File: config.mk
export PLATFORM = sky130hd
export DESIGN_NAME = fetch_prefetch_stage
export DESIGN_NICKNAME = d
export VERILOG_FILES = /design/src/rtl/fetch_prefetch_stage.sv
export SDC_FILE = /design/constraint.sdc
export NUM_CORES = 1
export LEC_CHECK = 0
export ABC_AREA = 0
export CORE_MARGIN = 1
export CORE_UTILIZATION = 50
export CTS_CLUSTER_DIAMETER = 60
export DETAILED_ROUTE_END_ITERATION = 8
export MAX_ROUTING_LAYER = met4
export PLACE_DENSITY = 0.78
export SYNTH_ARGS = -nofsm -noshare
export SYNTH_HDL_FRONTEND = slang
export SYNTH_SLANG_ARGS = --single-unit
File: constraint.sdc
create_clock -name clk -period 24.2 [get_ports clk]
set_clock_uncertainty 0.15 [all_clocks]
set_input_delay 6.05 -clock clk [delete_from_list [all_inputs] [get_ports clk]]
set_output_delay 6.05 -clock clk [all_outputs]
set_load 0.05 [all_outputs]
File: src/rtl/fetch_prefetch_stage.sv
`default_nettype none
// ============================================================================
// Module   : fetch_prefetch_stage
// Purpose  : IF stage with a DEPTH-entry prefetch queue between a valid/ready
//            instruction memory and the IF/ID pipeline register.
// Revision : 1.0 - initial release
// ============================================================================
module fetch_prefetch_stage #(
  parameter int          DEPTH    = 4,
  parameter logic [31:0] RESET_PC = 32'h0000_0000,
  parameter logic [31:0] NOP      = 32'h0000_0013
) (
  input  logic        clk,
  input  logic        rst,
  input  logic        StallD,
  input  logic        FlushD,
  input  logic        PCSrcE,
  input  logic [31:0] PCTargetE,
  output logic        imem_req_valid,
  output logic [31:0] imem_req_addr,
  input  logic        imem_req_ready,
  input  logic        imem_rsp_valid,
  input  logic [31:0] imem_rsp_data,
  output logic [31:0] InstrD,
  output logic [31:0] PCD,
  output logic [31:0] PCPlus4D,
  output logic        ValidD
);

  localparam int          PW      = $clog2(DEPTH);
  localparam int          CW      = PW + 1;
  localparam logic [CW:0] DEPTH_C = (CW+1)'(DEPTH);

  logic [31:0]   pcf_q, pcf_d, rsp_pc_q, rsp_pc_d;
  logic [PW-1:0] rd_ptr_q, rd_ptr_d, wr_ptr_q, wr_ptr_d;
  logic [CW-1:0] count_q, count_d, outst_q, outst_d, discard_q, discard_d;
  logic [31:0]   instr_q, instr_d, pcd_q, pcd_d, pcp4_q, pcp4_d;
  logic          valid_q, valid_d;

  logic [31:0]   buf_instr_q [DEPTH];
  logic [31:0]   buf_pc_q    [DEPTH];

  logic [CW:0]   used;
  logic          req_fire, rsp_drop, push, pop;

  // Queued plus in-flight never exceeds DEPTH, so every response has a slot.
  assign used           = {1'b0, outst_q} + {1'b0, count_q};
  assign imem_req_valid = !rst && !PCSrcE && (used < DEPTH_C);
  assign imem_req_addr  = pcf_q;
  assign req_fire       = imem_req_valid && imem_req_ready;
  assign rsp_drop       = PCSrcE || (discard_q != '0);
  assign push           = imem_rsp_valid && !rsp_drop;
  assign pop            = !PCSrcE && !FlushD && !StallD && (count_q != '0);

  assign InstrD   = instr_q;
  assign PCD      = pcd_q;
  assign PCPlus4D = pcp4_q;
  assign ValidD   = valid_q;

  always_comb begin
    pcf_d     = pcf_q;
    rsp_pc_d  = rsp_pc_q;
    rd_ptr_d  = rd_ptr_q;
    wr_ptr_d  = wr_ptr_q;
    count_d   = count_q;
    discard_d = discard_q;
    outst_d   = outst_q + CW'(req_fire) - CW'(imem_rsp_valid);
    instr_d   = instr_q;
    pcd_d     = pcd_q;
    pcp4_d    = pcp4_q;
    valid_d   = valid_q;

    if (PCSrcE) begin
      // Everything still in flight after this cycle belongs to the old path.
      pcf_d     = PCTargetE;
      rsp_pc_d  = PCTargetE;
      rd_ptr_d  = '0;
      wr_ptr_d  = '0;
      count_d   = '0;
      discard_d = outst_q - CW'(imem_rsp_valid);
    end else begin
      if (req_fire) begin
        pcf_d = pcf_q + 32'd4;
      end
      if (push) begin
        wr_ptr_d = wr_ptr_q + PW'(1);
        rsp_pc_d = rsp_pc_q + 32'd4;
      end
      if (pop) begin
        rd_ptr_d = rd_ptr_q + PW'(1);
      end
      count_d = count_q + CW'(push) - CW'(pop);
      if (imem_rsp_valid && (discard_q != '0)) begin
        discard_d = discard_q - CW'(1);
      end
    end

    if (PCSrcE || FlushD) begin
      instr_d = NOP;
      valid_d = 1'b0;
    end else if (StallD) begin
      instr_d = instr_q;
    end else if (count_q != '0) begin
      instr_d = buf_instr_q[rd_ptr_q];
      pcd_d   = buf_pc_q[rd_ptr_q];
      pcp4_d  = buf_pc_q[rd_ptr_q] + 32'd4;
      valid_d = 1'b1;
    end else begin
      instr_d = NOP;
      valid_d = 1'b0;
    end
  end

  always_ff @(posedge clk or posedge rst) begin
    if (rst) begin
      pcf_q     <= RESET_PC;
      rsp_pc_q  <= RESET_PC;
      rd_ptr_q  <= '0;
      wr_ptr_q  <= '0;
      count_q   <= '0;
      outst_q   <= '0;
      discard_q <= '0;
      instr_q   <= NOP;
      pcd_q     <= 32'd0;
      pcp4_q    <= 32'd4;
      valid_q   <= 1'b0;
    end else begin
      pcf_q     <= pcf_d;
      rsp_pc_q  <= rsp_pc_d;
      rd_ptr_q  <= rd_ptr_d;
      wr_ptr_q  <= wr_ptr_d;
      count_q   <= count_d;
      outst_q   <= outst_d;
      discard_q <= discard_d;
      instr_q   <= instr_d;
      pcd_q     <= pcd_d;
      pcp4_q    <= pcp4_d;
      valid_q   <= valid_d;
    end
  end

  always_ff @(posedge clk) begin
    if (push) begin
      buf_instr_q[wr_ptr_q] <= imem_rsp_data;
      buf_pc_q[wr_ptr_q]    <= rsp_pc_q;
    end
  end

endmodule
`default_nettype wire

==> impl_metrics.ini <==
[synthesis]
synth-xor-area-share_pct = 3.66
synth_top_family_by_area = simple AND/OR/NAND/NOR gates
synth_top_area_share_pct = 44.0
synth_area_leaders = edfxtp_1, dfrtp_1, mux4_2
synth.cell_area_um2 = 17500
synth_mux_area_share_pct = 8.52
synth_compound_area_share_pct = 5.43
yosys_warnings = 0
synth_common_cells = edfxtp_1, nand2_1, dfrtp_1, mux4_2, o21ai_0
avgSynthCellArea_um2 = 14.8
synth-seq-area-share_pct = 68.6
dominantRegCellSynth = edfxtp_1
yosysTopAreaCell = edfxtp_1
synth_fa_ha_area_share_pct = 1.45
synth_edf_count = 256
synthArstFlopShare_pct = 40.2
ys_ff_latch = 428
synthesis.nets = 1268
yosysMostFrequentCell = edfxtp_1
synthCells = 1178
synth-simple-area-share_pct = 10.3
ys_types = 59

[power_and_ir_drop]
pwr_density_cell_nw_per_um2 = 95.9
ir_worst_vdd_mv = 0.0711
p_leak_nw = 7.74

[floorplan]
core-area_um2 = 34500
dieArea_um2 = 35700
initial_utilization_pct = 50.7
die_w_um = 189
pin_count = 201
die_h_um = 189
placementRows = 68

[clocking]
cts_resized = 0
htreeDepth = 2
cts_tree = done
cts_num_sinks = 428
ctsRootBufferMaster = clkbuf_16
cts-hold-fix-buffers = 0
clock_latency_ns = 0.54
postCtsSetupRepairBufs = 0
clockBufferDepth = 3
cts_buffers = 43
clkTransAtPathRegs_ns = 0.06

[placement]
io_buffers = 200
gp_congestion = 0.838
dp.final_hpwl_mm = 23.6

[grt]
grt.total_usage_pct = 22.3
gr-total-overflow = 0
antenna_found_initial = 1
grt_pass1_vias = 10700
grt_first_pass_wirelength_mm = 59.9
grt_max_degree = 96

[final_layout]
num-fill-cells = 2522
syn2layout_area_growth_pct = 21.6
nets = 1472
finish.utilization_pct = 61.7
drive_gt1_share_pct = 12.2

[route]
vias = 10500
drtIter0Drc = 810
met1_length_mm = 16.6
wl_per_cell_um = 20.1
drc = 0
ant_nets = 0
wl_met3_mm = 2.14
detail_route.wirelength_mm = 37.6
viasPerCell = 5.62
dr.pass1.iters = 5
routed.top_layer = met4
routed-wl-met2_mm = 18.0

[sta]
post-route-period-util_pct = 58.3
setup_viol = 0
worst_pin_slew_ns = 1.04
tns_ns = 0
hold-worst-slack_ns = 0.325
slew_headroom_pct = 30.6
slew_viol_final = 0
hold_violations = 0
rsz0062_at_grt = false
period_needed_ns = 14.10
fmax_ghz = 0.0709

[hold_path]
hp-start = PCD[24]
hold_depth = 2
worst_hold_path_type = reg -> reg
min_to = PCD[24]

[setup_path]
crit_top_cell = clkdlybuf4s50_1
worstReg2RegStart = rd_ptr_q[0]
crit_start = rst
crit_type = in -> out
required_ns = 18.00
cp_cell_sequence = clkdlybuf4s50_1 > inv_6 > and3_1 > clkdlybuf4s50_1
max_stage_delay_ns = 0.82
cp-end-kind = output port
rr_worst_depth = 8
worst_path_max_delay_cell = clkdlybuf4s50_1
critical_path.top_delay_family = buffers and inverters
r2r_slack_ns = 20.67
critPathMaxFanout = 36
startpoint_type = input pin
crit_buf_inv = 3
crit_arrival_ns = 7.90
r2r_end = PCPlus4D[22]

[job]
maxCapViolations = 0

[run_status]
run_status = complete, no violations
==> logic make-up (layout without fill, tap and decap cells) <==
group / Yosys count / in the layout
DFF: 428 / 428
AOI/OAI and AO/OA: 146 / 146
xor gates and xnor gates: 73 / 73
and+or+nand+nor: 362 / 362
other: 0 / 1
buffers and inverters: 82 / 321
muxes: 68 / 68
adders and majority gates: 19 / 19
==> cell usage in the layout (no fill, tap or decap), types with 20 or more instances in the layout <==
| master | count |
|---|---|
| edfxtp_1 | 256 |
| clkdlybuf4s50_1 | 199 |
| nand2_1 | 194 |
| dfrtp_1 | 166 |
| mux4_2 | 63 |
| o21ai_0 | 46 |
| clkbuf_16 | 44 |
| nand3_1 | 42 |
| nor2_1 | 39 |
| xor2_1 | 37 |
| xnor2_1 | 36 |
| a22o_1 | 29 |
| inv_1 | 26 |
| o21ai_1 | 20 |
==> layout make-up <==
cell class | count | area, um^2 | share of cell area [%]
sequential | 428 | 12000 | 56.5
timing repair buffer | 212 | 2090 | 9.82
tap | 455 | 569 | 2.68
clock buffer | 67 | 1240 | 5.82
antenna | 1 | 2.50 | 0.0118
clock inverter | 13 | 105 | 0.495
multi-input combinational | 668 | 5140 | 24.2
inverter | 29 | 114 | 0.536
==> per-layer routing <==
layer / track usage [%] / vias to the layer above
met5: - / -
met4: 6.14 / 0
met2: 34.5 / 375
met1: 31.4 / 5302
li1: - / 4785
met3: 2.78 / 62
==> metrics by stage <==
stage	cells	total power [W]	instance area, um^2	setup WS [ns]
detailed placement	1792	0.00142	19900	10.09
finish	1873	0.00204	21300	10.10
floorplan	1178	0.00124	17500	7.50
global route	1873	0.00212	21300	9.98
global placement	1792	0.00141	19900	10.07
CTS	1872	0.00205	21300	10.07
==> worst min-delay path: cells and delay by family (launching register included) <==
family / cells / cell delay (ns)
flops: 1 / 0.34
simple gates: 2 / 0.10
==> sequential cells by signal, summed over array words and instances (netlist names) <==
name	flops
PCPlus4D	30
buf_pc_q	128
ValidD	1
outst_q	3
imem_req_addr	32
discard_q	3
count_q	3
wr_ptr_q	2
PCD	32
buf_instr_q	128
rd_ptr_q	2
rsp_pc_q	32
InstrD	32
==> how the worst max path moves through the flow <==
stage	end	cells after the start
global route	imem_req_valid	4
global placement	imem_req_valid	4
detailed placement	imem_req_valid	4
CTS	imem_req_valid	4
finish	imem_req_valid	4
floorplan	imem_req_valid	2
==> power by group <==
part           leakage (nW)  internal (W)  switching [W]
Sequential             4.49      0.000858      0.0000629
Combinational          2.60      0.000165       0.000321
Clock                 0.649      0.000363       0.000267
Power figures use the tool's default switching activity.
